==> config.mk <==
export PLATFORM = sky130hd
export DESIGN_NAME = can_bit_stuffer
export DESIGN_NICKNAME = d
export VERILOG_FILES = /design/src/rtl/can_pkg.sv /design/src/rtl/can_bit_timer.sv /design/src/rtl/can_bit_stuffer.sv
export SDC_FILE = /design/constraint.sdc
export NUM_CORES = 1
export LEC_CHECK = 0
export BUFFER_PORTS_ARGS = -buffer_cell sky130_fd_sc_hd__buf_4
export CAP_MARGIN = 5
export CORE_MARGIN = 3
export CORE_UTILIZATION = 36
export CTS_CLUSTER_DIAMETER = 30
export CTS_CLUSTER_SIZE = 10
export DETAILED_ROUTE_END_ITERATION = 8
export HOLD_SLACK_MARGIN = 0.06
export SETUP_SLACK_MARGIN = 0.05
export SYNTH_ARGS = -nofsm -noshare
export SYNTH_HDL_FRONTEND = slang
export SYNTH_SLANG_ARGS = --single-unit
==> constraint.sdc <==
create_clock -name clk -period 3.6 [get_ports clk]
set_clock_uncertainty 0.15 [all_clocks]
set_input_delay 0.72 -clock clk [delete_from_list [all_inputs] [get_ports clk]]
set_output_delay 0.72 -clock clk [all_outputs]
set_load 0.005 [all_outputs]
==> src/rtl/can_pkg.sv <==
// Shared CAN definitions: line levels, stuffing run length, default bit
// period and the stuffer state encoding. Also used by the future RX sampler.
package can_pkg;

  // Line levels: a 0 on the bus overrides (dominates) a 1.
  localparam logic CAN_RECESSIVE = 1'b1;
  localparam logic CAN_DOMINANT  = 1'b0;

  // Number of identical bits after which a complementary bit is inserted.
  localparam int unsigned CAN_STUFF_RUN = 5;

  // 500 kbit/s from a 50 MHz system clock.
  localparam int unsigned CAN_BIT_PERIOD_DEF = 100;

  typedef enum logic [1:0] {
    IDLE  = 2'd0,
    DATA  = 2'd1,
    STUFF = 2'd2
  } stuff_state_t;

  // Run length after putting bit b on the line, given the previous line bit
  // and run. A run of 0 means the previous bit was outside the stuffed
  // region, so the new bit always opens a fresh run.
  function automatic logic [2:0] next_run(input logic [2:0] run,
                                          input logic       b,
                                          input logic       last);
    if ((b == last) && (run != 3'd0))
      return run + 3'd1;
    else
      return 3'd1;
  endfunction

endpackage

==> src/rtl/can_bit_timer.sv <==
// Free-running bit-time prescaler. Counts 0..PERIOD-1 and flags the last
// cycle of each bit time with tick. The sync input restarts the bit time
// (hard synchronisation for the receive sampler); the transmitter ties it low.
module can_bit_timer
  import can_pkg::*;
#(
  parameter int unsigned PERIOD = CAN_BIT_PERIOD_DEF
) (
  input  logic clk,
  input  logic rst_n,
  input  logic sync,
  output logic tick
);

  localparam int unsigned W = (PERIOD > 2) ? $clog2(PERIOD) : 1;
  localparam logic [W-1:0] LAST = W'(PERIOD - 1);

  logic [W-1:0] cnt;

  // Prescaler: wrap on the last cycle of the bit, restart on sync.
  always_ff @(posedge clk) begin
    if (!rst_n)
      cnt <= '0;
    else if (sync || (cnt == LAST))
      cnt <= '0;
    else
      cnt <= cnt + W'(1);
  end

  assign tick = (cnt == LAST);

endmodule

==> src/rtl/can_bit_stuffer.sv <==
// CAN TX bit stuffer. Takes raw frame bits over a valid/ready handshake,
// paces them onto can_tx at one bit per BIT_PERIOD clocks and inserts a
// complementary bit after five identical bits inside the stuffed region.
// Optional build macro CAN_STUFF_STATS_EN enables the stuff_cnt counter;
// without it stuff_cnt reads 0.
module can_bit_stuffer
  import can_pkg::*;
#(
  parameter int unsigned BIT_PERIOD = CAN_BIT_PERIOD_DEF
) (
  input  logic       clk,
  input  logic       rst_n,
  input  logic       in_valid,
  input  logic       in_bit,
  input  logic       in_stuff_en,
  output logic       in_ready,
  output logic       can_tx,
  output logic       bit_strobe,
  output logic       stuff_flag,
  output logic [7:0] stuff_cnt
);

  stuff_state_t state;
  logic         tick;
  logic         last_bit;
  logic [2:0]   run;
  logic [2:0]   run_nxt;
  logic         stuff_pend;

  can_bit_timer #(.PERIOD(BIT_PERIOD)) u_timer (
    .clk   (clk),
    .rst_n (rst_n),
    .sync  (1'b0),
    .tick  (tick)
  );

  // Upstream may only hand over a bit on a boundary that is not owed to a
  // stuff bit. Gated by rst_n so the port reads 0 throughout reset.
  assign in_ready = rst_n & tick & ~stuff_pend;

  assign run_nxt    = next_run(run, in_bit, last_bit);
  assign stuff_flag = (state == STUFF);

  // Line FSM: one line update per tick; owed stuff bit beats new input.
  always_ff @(posedge clk) begin
    if (!rst_n) begin
      state      <= IDLE;
      can_tx     <= CAN_RECESSIVE;
      bit_strobe <= 1'b0;
      last_bit   <= CAN_RECESSIVE;
      run        <= 3'd0;
      stuff_pend <= 1'b0;
    end else begin
      bit_strobe <= tick;
      if (tick) begin
        if (stuff_pend) begin
          // Stuff bit opens a new run of its own value.
          can_tx     <= ~last_bit;
          last_bit   <= ~last_bit;
          run        <= 3'd1;
          stuff_pend <= 1'b0;
          state      <= STUFF;
        end else if (in_valid) begin
          can_tx   <= in_bit;
          last_bit <= in_bit;
          state    <= DATA;
          if (in_stuff_en) begin
            run        <= run_nxt;
            stuff_pend <= (run_nxt == 3'(CAN_STUFF_RUN));
          end else begin
            run <= 3'd0;
          end
        end else begin
          can_tx   <= CAN_RECESSIVE;
          last_bit <= CAN_RECESSIVE;
          run      <= 3'd0;
          state    <= IDLE;
        end
      end
    end
  end

`ifdef CAN_STUFF_STATS_EN
  logic [7:0] cnt_q;

  // Saturating count of inserted stuff bits, cleared only by reset.
  always_ff @(posedge clk) begin
    if (!rst_n)
      cnt_q <= 8'd0;
    else if (tick && stuff_pend && (cnt_q != 8'hFF))
      cnt_q <= cnt_q + 8'd1;
  end

  assign stuff_cnt = cnt_q;
`else
  assign stuff_cnt = 8'd0;
`endif

endmodule

# Yosys cells after proc, flatten, opt, wreduce, memory -nomap -nowiden
# Cells that the tools add are included.
[classes]
add_sub_neg = 2
n_mul = 0
div_mod_pow = 0
n_lt_le_gt_ge = 0
n_eq_ne = 4
n_shift = 0
n_mux = 11
bitwise = 5
reduce_logical = 3
[op_table]
columns = ["operator", "count"]
rows = [
  ["3-bit 2-to-1 mux", 4],
  ["7-bit by 1-bit adder with 7-bit output, second input constant", 1],
  ["7-bit equality test, second input constant", 1],
  ["1-bit 2-to-1 mux", 6],
  ["3-bit by 1-bit adder with 3-bit output, second input constant", 1],
  ["3-bit equality test, second input constant", 1],
  ["1-bit NOT", 3],
  ["3-bit nonzero test", 1],
  ["1-bit bitwise AND", 2],
  ["2-bit equality test, second input constant", 1],
  ["2-bit 2-to-1 mux", 1],
  ["2-bit OR reduction", 1],
  ["1-bit equality test", 1],
  ["1-bit logical AND", 1],
]
[totals]
reg_bits = 15
latch_bits = 0
ram_bits = 0
mem_bits_ro = 0
n_memories = 0

# Depth between registers and ports, before layout
[depth]
depth_word = 7
mapped_depth = 5
depth_no_buf = 5

# Modules after synthesis
# Synthesis repeated with hierarchy kept, for this count alone.
[unflattened]
hier_cells = 86
area_unflattened_um2 = 767.0
[by_module_without_submodules]
columns = ["mod", "n_inst", "cells_each", "area_each_um2", "seq_area_each_um2"]
rows = [
  ["can_bit_stuffer", 1, 52, 454.2, 160.2],
  ["can_bit_timer", 1, 34, 312.8, 140.1],
]

# Least setup slack after synthesis
# No wires, ideal clock.
[synth_timing]
path_kind = "reg2out"
from = "register u_timer.cnt[0]"
to = "output in_ready"
t_arrival_ns = 1.036
required_time_ns = 2.730
slack_ns = 1.694
stages_incl_launch_ff = 5
path_buffers = 0
cell_sequence = "dfxtp_1 ha_1 and4bb_2 nand3_2 nor2_1"
[synth_via]
elab_chain_len = 3
[synth_rtl]
columns = ["item", "line", "rtl"]
rows = [
  ["from (decl)", "can_bit_timer.sv:18", "logic [W-1:0] cnt;"],
  ["from (signal assigned)", "can_bit_timer.sv:27", "cnt <= cnt + W'(1);"],
  ["7-bit equality test", "can_bit_timer.sv:30", "assign tick = (cnt == LAST);"],
  ["1-bit bitwise AND (2 in a row)", "can_bit_stuffer.sv:39", "assign in_ready = rst_n & tick & ~stuff_pend;"],
  ["to (decl)", "can_bit_stuffer.sv:16", "output logic in_ready,"],
]
# Every way passes these cells.

# Worst setup path in the final report
# Same ends and word-level chain as after synthesis.

==> impl_metrics.tcl <==
set metrics [dict create \
    area_delta_synth_final_pct 11.1 \
    crit_path_end_kind "output pin" \
    cts-root-buf "clkbuf_4" \
    setup_tns_ns 0 \
    crit_cells 5 \
    critPathTopFamily "simple AND/OR/NAND/NOR gates" \
    synth.avg_cell_area_um2 8.87 \
    maxSlewViolCount 0 \
    crit_arrival_ns 1.51 \
    final-setup-viol-count 0 \
    initial_core_util 0.390 \
    fmax_ghz 0.420 \
    clk_latency_ns 0.29 \
    vias 621 \
    rr_endpoint "run[0]" \
    portBuffers 8 \
    viasPerCell 4.93 \
    maxCapViolations 0 \
    cts_tree "done" \
    cts.reportedPaths.clkPinSlew_ns 0.08 \
    highest_layer "met4" \
    crit_required_ns 2.73 \
    path_cells "ha_1, and4bb_2, nand3_2, nor2_1, buf_4" \
    n_antenna_cell 0 \
    r2r_slack_ns 2.01 \
    pin_count 17 \
    grtUsageTotal 0.113 \
    drt-initial-drc-count 7 \
    clockPowerShare 0.342 \
    ys_ff_latch 15 \
    p_int_mw 0.219 \
    rsz0062_at_grt "no" \
    synth_area_um2 781 \
    numCtsBuffers 3 \
    dr_wl_met2_um 619 \
    synth.distinct_cells 33 \
    fin_nets 108 \
    drive_gt1_frac 0.172 \
    drc 0 \
    fill_cells 200 \
    max_stage_delay_ns 0.36 \
    p_switching_mw 0.0672 \
    grt-ovfl-total 0 \
    totalWireLength_um 1430 \
    dieArea_um2 2760 \
    ant_nets 0 \
    htree_levels 1 \
    slowest_stage "dfxtp_1" \
    path_buf_inv 1 \
    row_count 16 \
    hold_buffers 0 \
    coreArea_um2 2000 \
    wl_met3_um 80 \
    die_height_um 52.6 \
    leakagePower_nw 0.363 \
    final-seq-area_um2 300 \
    grt_pass1_vias 555 \
    fin_crit_sh 0.661 \
    multi_input_area_um2 432 \
    synth_cells 88 \
    clk_path_buf_depth 2 \
    post_cts_buffers 0 \
    min_path_cells 1 \
    antenna_found_initial 0 \
    synth_seq_area_share 0.385 \
    r2r_cells 4 \
    path_max_fanout 5 \
    wl_met1_um 713 \
    comb_power_share 0.062 \
    dpl.hpwl_um 1100 \
    cts_resized 0 \
    p_sw_frac 0.234 \
    seqPwrFrac 0.596 \
    gp_congestion 0.875 \
    die_w_um 52.6 \
    r2r_start "u_timer.cnt[0]" \
    placed_area_um2 841 \
    p_per_area_nw_per_um2 331 \
    status "complete, no violations" \
    startpoint "u_timer.cnt[0]" \
    start_kind "flop" \
    avgRoutedWirePerCell_um 11.3 \
    cts_sinks 15 \
    hold_path_class "flop to flop" \
    fin_area_um2 867 \
    yosysWarningCount 0 \
    grt_max_degree 9 \
    ir_drop_mv 0.218 \
    grt_pass1_wl_um 2370 \
    timing.final.hold_violations 0 \
    finalPower_mw 0.287 \
    worstSetupPathType "flop to output pin" \
    cp-endpoint "in_ready" \
    fin_crit_ns 2.38 \
    drt-pass1-iter-count 4 \
]
[metal layers]
| layer | GRT usage | vias up |
|---|---|---|
| li1 | - | 321 |
| met1 | 0.159 | 277 |
| met2 | 0.163 | 21 |
| met3 | 0.0256 | 2 |
| met4 | 0.0511 | 0 |
| met5 | 0 | - |
[area by class of cell]
cell class / count / area share
inverters: 4 / 0.0173
clock buffers: 4 / 0.0303
well taps: 27 / 0.0390
flip-flops and latches: 15 / 0.346
repair buffers: 8 / 0.0693
multi-input cells: 68 / 0.498
[registers in the layout, indices dropped and copies added, names as in the netlist]
register	cells
u_timer.cnt	7
run	3
state	2
bit_strobe	1
last_bit	1
stuff_pend	1
[cell usage after synthesis]
cell type,instances,area [µm²]
and3b_1,1,8.76
nand3_1,5,25.0
conb_1,1,3.75
o311a_1,1,10.0
o21ai_2,1,8.76
and3_1,1,6.26
o211a_1,1,10.0
o21ai_0,7,35.0
or2b_2,1,8.76
ha_1,3,37.5
a31oi_1,1,6.26
nand4bb_1,1,11.3
o32ai_1,2,17.5
nor3b_1,1,7.51
o311ai_1,1,8.76
nor2b_1,3,18.8
nand2b_1,1,6.26
nor2_1,6,22.5
dfxtp_1,15,300
xor2_1,2,17.5
and2_1,1,6.26
xnor2_1,2,17.5
nand4_1,1,6.26
buf_4,8,60.1
and4bb_2,1,12.5
nand3_2,1,10.0
inv_1,4,15.0
or3_1,2,12.5
and2b_2,2,17.5
o22ai_1,1,6.26
a21oi_1,4,20.0
nand2_1,5,18.8
o211ai_1,1,7.51
[kinds of logic (layout without fill, tap and decap cells)]
family,Yosys count,after routing,share of synthesized area
flops,15,15,0.385
compound gates,20,20,0.167
fa+ha+maj,3,3,0.0481
other cells,1,8,0.00480
buf+inv,12,16,0.0962
xor+xnor,4,4,0.0449
simple gates,33,33,0.255
[power by group through the flow]
stage | combinational, mW | sequential, mW | clock, mW
after global routing | 0.0202 | 0.171 | 0.106
after floorplan | 0.0166 | 0.174 | 0
after CTS | 0.0177 | 0.171 | 0.0995
final | 0.0179 | 0.171 | 0.0980
after global placement | 0.0174 | 0.175 | 0
after detailed placement | 0.0177 | 0.175 | 0
[through the flow]
stage               worst slack (ns)  hold WS, ns  instances  utilization
finish                          1.22        0.315        126        0.433
global route                    1.12        0.336        126        0.433
CTS                             1.21        0.321        126        0.433
detailed placement              1.52        0.310        122        0.420
global placement                1.56        0.280        122        0.420
floorplan                       1.69        0.268         95            -
[worst register-to-register path, delay by kind of cell, from the launching register on]
family	cells	cell delay (ns)
AOI/OAI and AO/OA	1	0.33
adders and majority gates	1	0.23
DFF	1	0.36
and+or+nand+nor	2	0.43
[worst min-delay path by stage]
| stage | startpoint | endpoint | slack [ns] |
|---|---|---|---|
| 2_1_floorplan | u_timer.cnt[0] | u_timer.cnt[0] | 0.27 |
| 5_1_grt | u_timer.cnt[0] | u_timer.cnt[0] | 0.34 |
| 3_5_place_dp | u_timer.cnt[0] | u_timer.cnt[0] | 0.31 |
| 6_report | u_timer.cnt[0] | u_timer.cnt[0] | 0.31 |
| 4_1_cts | u_timer.cnt[0] | u_timer.cnt[0] | 0.32 |
| 3_3_place_gp | u_timer.cnt[0] | u_timer.cnt[0] | 0.28 |
[cells in the final DEF, fill, tap and decap left out, types with 2 or more instances in the layout]
master    count
o32ai_1       2
xnor2_1       2
xor2_1        2
buf_4         8
a21oi_1       4
dfxtp_1      15
and2b_2       2
o21ai_0       7
nand2_1       5
or3_1         2
inv_1         4
conb_1        8
nor2b_1       3
nor2_1        6
clkbuf_4      3
nand3_1       5
ha_1          3
No activity file was read; power rests on OpenSTA's default activity.
